### src/rtl/writeback_stage_pkg.sv
// Shared pipeline types for the writeback stage: data/register widths and
// the EX->WB pipeline register layout.
package writeback_stage_pkg;

    localparam int DATA_W = 16;
    localparam int REG_W  = 5;

    typedef logic [DATA_W-1:0] t_data;
    typedef logic [REG_W-1:0]  t_reg;

    typedef struct packed {
        logic  wr_en;
        logic  dataoutv;
        t_reg  dst;
        t_data dataout;
    } t_ex_wb;

endpackage

### src/rtl/writeback_stage_if.sv
// EX->WB pipeline fields plus the data-out valid/ready port of the writeback stage.
// master: upstream/consumer environment; slave: the writeback stage itself.
interface writeback_stage_if;
    import writeback_stage_pkg::*;

    logic  ex_wr_en;
    logic  ex_dataoutv;
    t_reg  ex_dst;
    t_data ex_dataout;
    logic  stall_o;
    t_data dout;
    logic  dout_valid;
    logic  dout_ready;

    modport master (
        output ex_wr_en, ex_dataoutv, ex_dst, ex_dataout, dout_ready,
        input  stall_o, dout, dout_valid
    );

    modport slave (
        input  ex_wr_en, ex_dataoutv, ex_dst, ex_dataout, dout_ready,
        output stall_o, dout, dout_valid
    );

endinterface

### src/rtl/writeback_stage_out_fifo.sv
// First-word-fall-through FIFO for the writeback data-out port.
// DEPTH must be a power of two so the pointers wrap naturally.
module wb_out_fifo
    import writeback_stage_pkg::*;
#(
    parameter int DEPTH = 4
) (
    input  logic                     clk,
    input  logic                     reset,
    input  logic                     push,
    input  t_data                    din,
    input  logic                     pop,
    output t_data                    dout,
    output logic [$clog2(DEPTH):0]   count,
    output logic                     full,
    output logic                     empty
);

    localparam int PW = $clog2(DEPTH);
    localparam int CW = PW + 1;
    localparam logic [CW-1:0] FULL_CNT = CW'(DEPTH);

    t_data         mem [DEPTH];
    logic [PW-1:0] rd_ptr_q, rd_ptr_d;
    logic [PW-1:0] wr_ptr_q, wr_ptr_d;
    logic [CW-1:0] count_q, count_d;

    always_comb begin
        rd_ptr_d = rd_ptr_q;
        wr_ptr_d = wr_ptr_q;
        count_d  = count_q;
        if (push) wr_ptr_d = wr_ptr_q + 1'b1;
        if (pop)  rd_ptr_d = rd_ptr_q + 1'b1;
        case ({push, pop})
            2'b10:   count_d = count_q + 1'b1;
            2'b01:   count_d = count_q - 1'b1;
            default: count_d = count_q;
        endcase
    end

    always_ff @(posedge clk) begin
        if (reset) begin
            rd_ptr_q <= '0;
            wr_ptr_q <= '0;
            count_q  <= '0;
        end else begin
            rd_ptr_q <= rd_ptr_d;
            wr_ptr_q <= wr_ptr_d;
            count_q  <= count_d;
        end
    end

    // Storage is not reset; contents are only visible once count says so.
    // A push at full only happens alongside a pop, so overwriting the head is safe.
    always_ff @(posedge clk) begin
        if (push) mem[wr_ptr_q] <= din;
    end

    assign dout  = mem[rd_ptr_q];
    assign count = count_q;
    assign full  = (count_q == FULL_CNT);
    assign empty = (count_q == '0);

    a_count_range: assert property (@(posedge clk) disable iff (reset) count_q <= FULL_CNT);
    a_no_pop_empty: assert property (@(posedge clk) disable iff (reset) !(pop && empty));

endmodule

### src/rtl/writeback_stage.sv
// Final pipeline stage: WB register, GPR write retire and data-out FIFO push with stall.
// Optional WB_BYPASS_EN adds decode-stage forwarding outputs mirroring the GPR write.
module writeback_stage
    import writeback_stage_pkg::*;
#(
    parameter int FIFO_DEPTH  = 4,
    parameter int R0_READONLY = 1
) (
    input  logic                          clk,
    input  logic                          reset,
    writeback_stage_if.slave              wb_if,
    output logic                          rf_we,
    output t_reg                          rf_waddr,
    output t_data                         rf_wdata,
`ifdef WB_BYPASS_EN
    output logic                          byp_valid,
    output t_reg                          byp_dst,
    output t_data                         byp_data,
`endif
    output logic [$clog2(FIFO_DEPTH):0]   fifo_count
);

    t_ex_wb wb_q, wb_d;
    logic   stall;
    logic   fifo_push;
    logic   fifo_pop;
    logic   fifo_full;
    logic   fifo_empty;
    logic   r0_block;
    t_data  fifo_dout;

    always_comb begin
        wb_d = wb_q;
        if (!stall) begin
            wb_d.wr_en    = wb_if.ex_wr_en;
            wb_d.dataoutv = wb_if.ex_dataoutv;
            wb_d.dst      = wb_if.ex_dst;
            wb_d.dataout  = wb_if.ex_dataout;
        end
    end

    // Clearing the whole entry also gives rf_waddr/rf_wdata a zero reset value.
    always_ff @(posedge clk) begin
        if (reset) wb_q <= '0;
        else       wb_q <= wb_d;
    end

    // A pop in the same cycle frees a slot, so a full FIFO only stalls without one.
    always_comb begin
        fifo_pop  = !fifo_empty && wb_if.dout_ready;
        stall     = wb_q.dataoutv && fifo_full && !fifo_pop;
        fifo_push = wb_q.dataoutv && !stall;
        r0_block  = (R0_READONLY != 0) && (wb_q.dst == '0);
        rf_we     = wb_q.wr_en && !stall && !r0_block;
        rf_waddr  = wb_q.dst;
        rf_wdata  = wb_q.dataout;
    end

    wb_out_fifo #(
        .DEPTH (FIFO_DEPTH)
    ) u_out_fifo (
        .clk   (clk),
        .reset (reset),
        .push  (fifo_push),
        .din   (wb_q.dataout),
        .pop   (fifo_pop),
        .dout  (fifo_dout),
        .count (fifo_count),
        .full  (fifo_full),
        .empty (fifo_empty)
    );

    assign wb_if.stall_o    = stall;
    assign wb_if.dout       = fifo_dout;
    assign wb_if.dout_valid = !fifo_empty;

`ifdef WB_BYPASS_EN
    assign byp_valid = rf_we;
    assign byp_dst   = rf_waddr;
    assign byp_data  = rf_wdata;
`endif

endmodule

### src/flat_wrapper.sv
// flat-port wrapper written by rule: the top's interface ports become plain ports
module writeback_stage_flat import writeback_stage_pkg::*;
#(
    parameter int FIFO_DEPTH  = 4,
    parameter int R0_READONLY = 1
)
  (clk, reset, rf_we, rf_waddr, rf_wdata, fifo_count, wb_if_ex_wr_en, wb_if_ex_dataoutv, wb_if_ex_dst, wb_if_ex_dataout, wb_if_dout_ready, wb_if_stall_o, wb_if_dout, wb_if_dout_valid);
  writeback_stage_if wb_if_i ();
  input  logic clk;
  input  logic reset;
  output logic rf_we;
  output t_reg rf_waddr;
  output t_data rf_wdata;
  output logic [$clog2(FIFO_DEPTH):0] fifo_count;
  input wire logic [$bits(wb_if_i.ex_wr_en)-1:0] wb_if_ex_wr_en;
  input wire logic [$bits(wb_if_i.ex_dataoutv)-1:0] wb_if_ex_dataoutv;
  input wire logic [$bits(wb_if_i.ex_dst)-1:0] wb_if_ex_dst;
  input wire logic [$bits(wb_if_i.ex_dataout)-1:0] wb_if_ex_dataout;
  input wire logic [$bits(wb_if_i.dout_ready)-1:0] wb_if_dout_ready;
  output wire logic [$bits(wb_if_i.stall_o)-1:0] wb_if_stall_o;
  output wire logic [$bits(wb_if_i.dout)-1:0] wb_if_dout;
  output wire logic [$bits(wb_if_i.dout_valid)-1:0] wb_if_dout_valid;
  assign wb_if_i.ex_wr_en = wb_if_ex_wr_en;
  assign wb_if_i.ex_dataoutv = wb_if_ex_dataoutv;
  assign wb_if_i.ex_dst = wb_if_ex_dst;
  assign wb_if_i.ex_dataout = wb_if_ex_dataout;
  assign wb_if_i.dout_ready = wb_if_dout_ready;
  assign wb_if_stall_o = wb_if_i.stall_o;
  assign wb_if_dout = wb_if_i.dout;
  assign wb_if_dout_valid = wb_if_i.dout_valid;
  writeback_stage #(.FIFO_DEPTH(FIFO_DEPTH), .R0_READONLY(R0_READONLY)) u_core (.clk(clk), .reset(reset), .wb_if(wb_if_i), .rf_we(rf_we), .rf_waddr(rf_waddr), .rf_wdata(rf_wdata), .fifo_count(fifo_count));
endmodule
### config.mk
export PLATFORM = sky130hd
export DESIGN_NAME = writeback_stage_flat
export DESIGN_NICKNAME = d
export VERILOG_FILES = /design/src/rtl/writeback_stage_pkg.sv /design/src/rtl/writeback_stage_if.sv /design/src/rtl/writeback_stage_out_fifo.sv /design/src/rtl/writeback_stage.sv /design/src/flat_wrapper.sv
export SDC_FILE = /design/constraint.sdc
export NUM_CORES = 1
export LEC_CHECK = 0
export CORE_MARGIN = 10
export CORE_UTILIZATION = 46
export DETAILED_ROUTE_END_ITERATION = 7
export GPL_ROUTABILITY_DRIVEN = 0
export HOLD_SLACK_MARGIN = 0.1
export PLACE_DENSITY_LB_ADDON = 0.08
export SLEW_MARGIN = 0
export SYNTH_ARGS = -nofsm -noshare
export SYNTH_HDL_FRONTEND = slang
export SYNTH_SLANG_ARGS = --single-unit
### constraint.sdc
create_clock -name clk -period 3.95 [get_ports clk]
set_clock_uncertainty 0.05 [all_clocks]
set_input_delay 0.5925 -clock clk [delete_from_list [all_inputs] [get_ports clk]]
set_output_delay 0.5925 -clock clk [all_outputs]
set_load 0.1 [all_outputs]
# Yosys cells after proc, flatten, opt, wreduce, memory -nomap -nowiden
# Memories as Yosys holds them, arrays and structs flattened. A register that Yosys moved wholly into a read port is not among the register bits.
# Index checks and enable logic that the tools add are counted.
[classes] order_cmp=0 div=0 reduce_logical=13 n_addsub=4 mul=0 n_mux=5 shift=0 bitwise_logic=0 eq_ne=3
[op_table] cell="1-bit logical AND" n=6
[op_table] cell="3-bit one-hot mux with 2 select lines" n=1
[op_table] cell="5-bit zero test" n=1
[op_table] cell="2-bit by 1-bit adder with 2-bit output, second input constant" n=2
[op_table] cell="1-bit zero test" n=4
[op_table] cell="2-bit 2-to-1 mux" n=2
[op_table] cell="3-bit by 1-bit adder with 3-bit output, second input constant" n=1
[op_table] cell="3-bit == test, second input constant" n=1
[op_table] cell="3-bit zero test" n=1
[op_table] cell="3-bit by 1-bit subtractor with 3-bit output, second input constant" n=1
[op_table] cell="2-bit by 1-bit == test with 1-bit output, second input constant" n=1
[op_table] cell="2-bit == test, second input constant" n=1
[op_table] cell="1-bit 2-to-1 mux" n=2
[op_table] cell="2-bit nonzero test" n=1
[totals] input_bits=26 word_cells=33 latchBits=0 output_inout_bits=43 ram_bits=64 mem_count=1 mem_bits_ro=0 register_bits=30
[mem_list] name="u_core.u_out_fifo.mem" depth=4 word_bits=16 read_ports=1 rd_clocked_by_memory_dff=1 wr=1 line_no="writeback_stage_out_fifo.sv:23" rtl="t_data mem [DEPTH];"

# Depth between registers and ports, before layout
# Gate-level depths: netlist of run 1.
[depth] depth_word=9 depth_mapped=7 mapped_depth_nobuf=6

# Hierarchy
# A second synthesis of run 1 with hierarchy kept.
[hier_totals] hier_cells=256 area_unflattened_um2=4027.6
[modules_own_cells] mod="wb_out_fifo" seq_area_each_um2=2102.0 area_each_um2=2780.2 cells_per_inst=131 instances=1
[modules_own_cells] mod="writeback_stage" seq_area_each_um2=460.4 area_each_um2=1247.4 cells_per_inst=125 instances=1

# Worst setup path after synthesis of run 1
# Ideal clock, no wire load.
[synth_path] path_kind="register to output" from="register u_core.u_out_fifo.count_q[2] (netlist: u_core.u_out_fifo.count[2])" to="output rf_we" t_arrival_ns=3.854 path_slack_ns=-0.546 path_buffers=1 required_ns=3.307 stages_incl_launch_ff=5 path_cell_list="dfxtp_1 > or3b_4 > clkbuf_1 > nor2_1 > nor2_1"
[synth_via] elab_chain_cells=8 word_cells_on_any_way=10 cone_classes="eq/ne (1); reduce/logical (9)"
[synth_lines] item="start, declared" line_no="writeback_stage_out_fifo.sv:26" rtl="logic [CW-1:0] count_q, count_d;"
[synth_lines] item="start signal, assigned" line_no="writeback_stage_out_fifo.sv:49" rtl="count_q <= count_d;"
[synth_lines] item="3-bit zero test" line_no="writeback_stage_out_fifo.sv:62" rtl="assign empty = (count_q == '0);"
[synth_lines] item="1-bit zero test" line_no="writeback_stage.sv:50" rtl="fifo_pop = !fifo_empty && wb_if.dout_ready;"
[synth_lines] item="1-bit logical AND" line_no="writeback_stage.sv:50"
[synth_lines] item="1-bit zero test" line_no="writeback_stage.sv:51" rtl="stall = wb_q.dataoutv && fifo_full && !fifo_pop;"
[synth_lines] item="1-bit logical AND *" line_no="writeback_stage.sv:51"
[synth_lines] item="named net wb_if_stall_o" line_no="flat_wrapper.sv:20" rtl="output wire logic [$bits(wb_if_i.stall_o)-1:0] wb_if_stall_o;"
[synth_lines] item="1-bit zero test *" line_no="writeback_stage.sv:54" rtl="rf_we = wb_q.wr_en && !stall && !r0_block;"
[synth_lines] item="1-bit logical AND * (2 in series)" line_no="writeback_stage.sv:54"
[synth_lines] item="end, declared" line_no="flat_wrapper.sv:11" rtl="output logic rf_we;"
# The timed path passes the listed nets; every way through them passes the cells marked *.

# Worst setup path in the final report of run 1
[layout_path] from="register u_core.u_out_fifo.count_q[1] (netlist: u_core.u_out_fifo.count[1])" to="output wb_if_dout_valid"
[layout_via] elab_chain_cells=2
[layout_lines] item="3-bit zero test" line_no="writeback_stage_out_fifo.sv:62"
[layout_lines] item="1-bit zero test" line_no="writeback_stage.sv:75" rtl="assign wb_if.dout_valid = !fifo_empty;"
[layout_lines] item="end, declared" line_no="flat_wrapper.sv:22" rtl="output wire logic [$bits(wb_if_i.dout_valid)-1:0] wb_if_dout_valid;"
# Every way passes these cells.

==> results of run 1 <==
critical path, stage by stage, from the launching register on:
cell and delay, ps:
dfxtp_1 600, or3_1 200, clkdlybuf4s50_1 1140
cells in the mapped netlist (2+ instances only):
master    instances
edfxtp_1         64
and2_2            2
o21ai_0          24
nor2_1            8
nand2_1           3
ha_1              4
and2_1            2
xor2_1            2
clkbuf_1         10
nor2b_1           2
buf_2            10
nand3_1          22
buf_4            21
dfxtp_1          32
mux2i_1           3
inv_1             4
a21oi_1          24
nand2b_1          3
mux4_2           16
metrics by stage:
stage,hold WS [ps],instances,power (mW),instance area [µm²]
3_5_place_dp,410.8,412,1.667,4511
5_1_grt,460.2,428,2.285,4684
6_report,423.1,428,2.205,4684
2_1_floorplan,390.3,277,1.557,3936
3_3_place_gp,404.7,412,1.663,4511
4_1_cts,426.5,428,2.222,4684
flip-flops by register name, summed over array words and instances (netlist names), named ones only:
name and cells:
u_core.u_out_fifo.count 3, u_core.u_out_fifo.mem 64, u_core.rf_waddr 5, u_core.u_out_fifo.wr_ptr_q 2, u_core.u_out_fifo.rd_ptr_q 2, u_core.rf_wdata 16, u_core.wb_q 2
layer usage:
metal	global-route usage (%)	vias to the layer above	part of all wire [%]
li1	-	1097	-
met2	21.13	57	49
met1	15.90	1160	45
met3	4.473	9	5.4
met5	0	-	0
met4	4.230	0	1.2
logic make-up after synthesis:
logic type | synth area share, %
AO/OA/AOI/OAI | 8.525
AND/OR/NAND/NOR | 6.902
flip-flops | 65.14
buffers and inverters | 6.902
adder cells (fa/ha/maj) | 1.781
XOR/XNOR | 0.4454
multiplexers | 10.31
cell type report:
class	count	area share, %
Clock inverter	6	0.9882
Multi-Input combinational cell	135	23.72
Timing Repair Buffer	72	14.74
Clock buffer	10	2.724
Sequential cell	96	54.70
Tap cell	105	2.804
Inverter	4	0.3205
power groups by stage:
stage / Sequential, mW / Combinational [mW] / Clock, mW
global route: 1.14 / 0.523 / 0.618
detailed placement: 1.16 / 0.505 / 0
finish: 1.14 / 0.499 / 0.567
floorplan: 1.16 / 0.396 / 0
CTS: 1.14 / 0.506 / 0.577
global placement: 1.16 / 0.503 / 0
path summary, 6_finish.rpt:
path	cells past startpoint	end	slack (ps)	from
setup / recovery	2	wb_if_dout_valid	1010	u_core.u_out_fifo.count[1]$_SDFFE_PP0P_
hold / removal	2	u_core.wb_q[22]$_SDFFE_PP0N_	420	u_core.wb_q[22]$_SDFFE_PP0N_
setup reg to reg	6	u_core.u_out_fifo.count[2]$_SDFFE_PP0P_	1590	u_core.u_out_fifo.count[1]$_SDFFE_PP0P_
hold reg to reg	2	u_core.wb_q[22]$_SDFFE_PP0N_	420	u_core.wb_q[22]$_SDFFE_PP0N_
==> flow_summary.toml, run 1 <==
[sta]
fmax_ghz = 0.3402
worstMarginPinSlew_ps = 1044
slew_viol_final = 0
finalHoldViolCount = 0
rsz0062_at_grt = "false"
max_slew_margin_pct = 30.33
finalSetupTns_ps = 0
fin_crit_sh_pct = 74.41
finalSetupViolations = 0
min_period_ps = 2939
setup_ws_ps = 1011

[power_and_ir_drop]
switching_share_pct = 33.21
p_switching_mw = 0.7321
pwr-share-clk_pct = 25.7
ir_worst_vdd_v = 0.0002056
p_comb_share_pct = 22.6
seq_power_share_pct = 51.6
p_per_area_nw_per_um2 = 470.6
p_leak_nw = 1.536
p_int_mw = 1.472

[worst_setup_path]
crit_fanout = 12
critPathLaunchType = "flop"
crit_required_ps = 3310
end_kind = "primary output"
path_class = "flop to primary output"
cp.arrival_ps = 2300

[clock_tree]
cts_made_buffers = 9
cts.htree.levels = 3
cts_root_buf = "clkbuf_8"
clkTransAtPathRegs_ps = 90
clock-sinks = 96
postCtsSetupRepairBufs = 0
worstSkewPairLatency_ps = 350
ctsResizeCount = 0
clockBufferDepth = 2
tritoncts = "done"
ctsHoldBuffers = 0

[cells_and_area]
multiInputGateArea_um2 = 1111
syn_to_final_growth_pct = 19.08
drive_above_1_share_pct = 19.20
fin_nets = 349
fin_util_pct = 56.73
final_cell_mix = "edfxtp_1 (64), clkdlybuf4s50_1 (50), dfxtp_1 (32)"
regArea_um2 = 2562
fill_cells = 685
mostFrequentLayoutCell = "edfxtp_1"
n_antenna_cell = 0

[synthesis]
synthFlopType = "edfxtp_1"
async_reset_ff_share_pct = 0
synth_edf_count = 64
yosys_register_bits = 96
synth_cell_types = 40
ys_warn_count = 0
yosys.area.top_type_share_pct = 48.85
syn-cell-area_um2 = 3934
syn_nets = 308
yosysTopAreaCell = "edfxtp_1"
synth_seq_area_share_pct = 65.14
synth_cells = 277
synth_area_leaders = "edfxtp_1 (49%), dfxtp_1 (16%), mux4_2 (9.2%)"
avgSynthCellArea_um2 = 14.20

[placed_design]
numPortBuffers = 68
dp_slack_ps = 892.4
dpl.hpwl_um = 5273

[job]
drv_cap = 0

[drt]
via_per_inst = 5.428
drc_errors = 0
drtIter0Drc = 103
drtAntennaViolNets = 0
routedWlPerCell_um = 19.18
vias = 2323
drtPass1Iterations = 5
routed_wirelength_um = 8208

[floorplan]
core_um2 = 8258
die_area_um2 = 12650
start_util_pct = 47.64
die_h_um = 112.5
ioPinCount = 69
num_rows = 33
die_x_um = 112.5

[hold_path]
hold_path.class = "flop to flop"

[global_route]
grt_antenna_before_repair = 0
track_usage_pct = 13.02
grt_pass1_wl_um = 13180
grt_max_degree = 26
overflow = 0
grt_pass1_vias = 2468

[outcome]
status = "finished clean"
Note: power is estimated with default switching activity, not from simulation.
==> inputs of run 2 (changes only) <==
==> constraint.sdc (replaced) <==
create_clock -name clk -period 2.8 [get_ports clk]
set_clock_uncertainty 0.05 [all_clocks]
set_input_delay 0.42 -clock clk [delete_from_list [all_inputs] [get_ports clk]]
set_output_delay 0.42 -clock clk [all_outputs]
set_load 0.1 [all_outputs]
==> run 2 against run 1 <==
Wire length grew 1.9%. Sequential share of layout area fell by 2.7 points. Power up 50%. Combinational power grew 59%. Flip-flop and latch count unchanged. Largest power group unchanged. Clock-buffer cell count unchanged. Largest cell class unchanged. Non-clock buffer count up 6.
==> flow_summary.toml, run 2 (synthesis results as in run 1) <==
[sta]
max_slew_margin_pct = 40.57
finalHoldViolCount = 0
slew_viol_final = 0
setup_ws_ps = 446.4
fmax_ghz = 0.4249
finalSetupViolations = 0
fin_crit_sh_pct = 84.06
min_period_ps = 2354
worstMarginPinSlew_ps = 888.7
rsz0062_at_grt = "false"

[floorplan]
die_area_um2 = 12650
num_rows = 33
ioPinCount = 69
core_um2 = 8258
die_h_um = 112.5
die_x_um = 112.5
start_util_pct = 47.64

[power_and_ir_drop]
p_leak_nw = 1.705
p_per_area_nw_per_um2 = 670.2
finalPower_mw = 3.308
ir_worst_vdd_v = 0.0002811

[worst_setup_path]
r2r-start = "u_core.u_out_fifo.count[0]$_SDFFE_PP0P_"
crit_fanout = 10
rrSetupSlack_ps = 450
cpMaxStageDelayCell = "dfxtp_1"
crit_required_ps = 3000
path_cells = "o31ai_1 > or2_2 > fa_1 > or4b_1 > o31a_1 > a31oi_1"
r2r-end = "u_core.u_out_fifo.count[2]$_SDFFE_PP0P_"
critPathLaunchType = "flop"
end_kind = "flop"
cp_slowest_stage_delay_ps = 550
reg2reg_depth = 6
path_class = "flop to flop"
cp.arrival_ps = 2550

[clock_tree]
clockBufferDepth = 2
tritoncts = "done"
cts.htree.levels = 3
ctsResizeCount = 0
clock-sinks = 96
clkTransAtPathRegs_ps = 100
postCtsSetupRepairBufs = 0
worstSkewPairLatency_ps = 350
cts_root_buf = "clkbuf_8"
cts_made_buffers = 9
ctsHoldBuffers = 0

[cells_and_area]
fin_util_pct = 59.77
mostFrequentLayoutCell = "edfxtp_1"
largest_reg_flops = 64
top_register = "u_core.u_out_fifo.mem"
syn_to_final_growth_pct = 25.48
final_cell_mix = "edfxtp_1 (64), buf_4 (33), dfxtp_1 (30)"
n_antenna_cell = 0
fill_cells = 692
drive_above_1_share_pct = 29.48
fin_nets = 355

[hold_path]
holdPathEnd = "u_core.wb_q[22]$_SDFFE_PP0N_"
holdPathStages = 2
hold_path.class = "flop to flop"
hold_path_startpoint = "u_core.wb_q[22]$_SDFFE_PP0N_"

[drt]
routed_wirelength_um = 8365
drtPass1Iterations = 4
vias = 2341
drc_errors = 0
via_per_inst = 5.394
routedWlPerCell_um = 19.27
drtIter0Drc = 119
drtAntennaViolNets = 0

[job]
drv_cap = 0

[global_route]
grt_pass1_vias = 2503
grt_max_degree = 26
grt_pass1_wl_um = 13590
track_usage_pct = 13.45
overflow = 0
grt_antenna_before_repair = 0

[outcome]
status = "finished clean"

[placed_design]
dp_slack_ps = 188.3
numPortBuffers = 68
dpl.hpwl_um = 5591
==> run 2: critical path, delay by kind of cell (launching register included) <==
kind	cells	cell delay, ps
AND/OR/NAND/NOR	2	790
flip-flops	1	550
AO/OA/AOI/OAI	3	440
adder cells (fa/ha/maj)	1	420
==> run 2: metrics by stage <==
| stage | cell area, µm² | TNS (ps) | hold slack (ps) | cells |
|---|---|---|---|---|
| global route | 4936 | 0 | 467.2 | 434 |
| global placement | 4733 | 0 | 402.2 | 418 |
| CTS | 4936 | 0 | 426.0 | 434 |
| finish | 4936 | 0 | 417.2 | 434 |
| floorplan | 3951 | -19.32 | 390.3 | 277 |
| detailed placement | 4733 | 0 | 410.8 | 418 |
==> run 2: cell type report <==
cell class	instances	area [µm²]	area share (%)
Inverter	4	15.01	0.3042
Multi-Input combinational cell	135	1124	22.76
Clock inverter	6	65.06	1.318
Tap cell	105	131.4	2.662
Sequential cell	96	2565	51.96
Timing Repair Buffer	78	898.4	18.20
Clock buffer	10	137.6	2.788
==> run 2: metal layers <==
metal  global-route usage, %  up-vias  wire [µm]
met1                   17.09     1151       3752
met5                       0        -          0
met4                   4.315        0        112
met2                   21.05       66       4024
met3                   4.633       12        475
li1                        -     1112          -
==> run 2: power by group <==
group          internal [mW]  total [mW]  switching, mW
Combinational          0.260       0.794          0.534
Sequential              1.56        1.60         0.0431
Clock                  0.441       0.910          0.469
==> run 2: worst max path at each step <==
stage	start	end	slack [ps]	cells after the start
2_1_floorplan	u_core.u_out_fifo.count[0]$_SDFFE_PP0P_	rf_we	-20	5
3_3_place_gp	wb_if_dout_ready	u_core.u_out_fifo.count[2]$_SDFFE_PP0P_	220	7
3_5_place_dp	wb_if_dout_ready	u_core.u_out_fifo.count[2]$_SDFFE_PP0P_	190	7
4_1_cts	u_core.u_out_fifo.count[0]$_SDFFE_PP0P_	u_core.u_out_fifo.count[2]$_SDFFE_PP0P_	450	6
5_1_grt	u_core.u_out_fifo.count[0]$_SDFFE_PP0P_	u_core.u_out_fifo.count[2]$_SDFFE_PP0P_	330	6
6_report	u_core.u_out_fifo.count[0]$_SDFFE_PP0P_	u_core.u_out_fifo.count[2]$_SDFFE_PP0P_	450	6
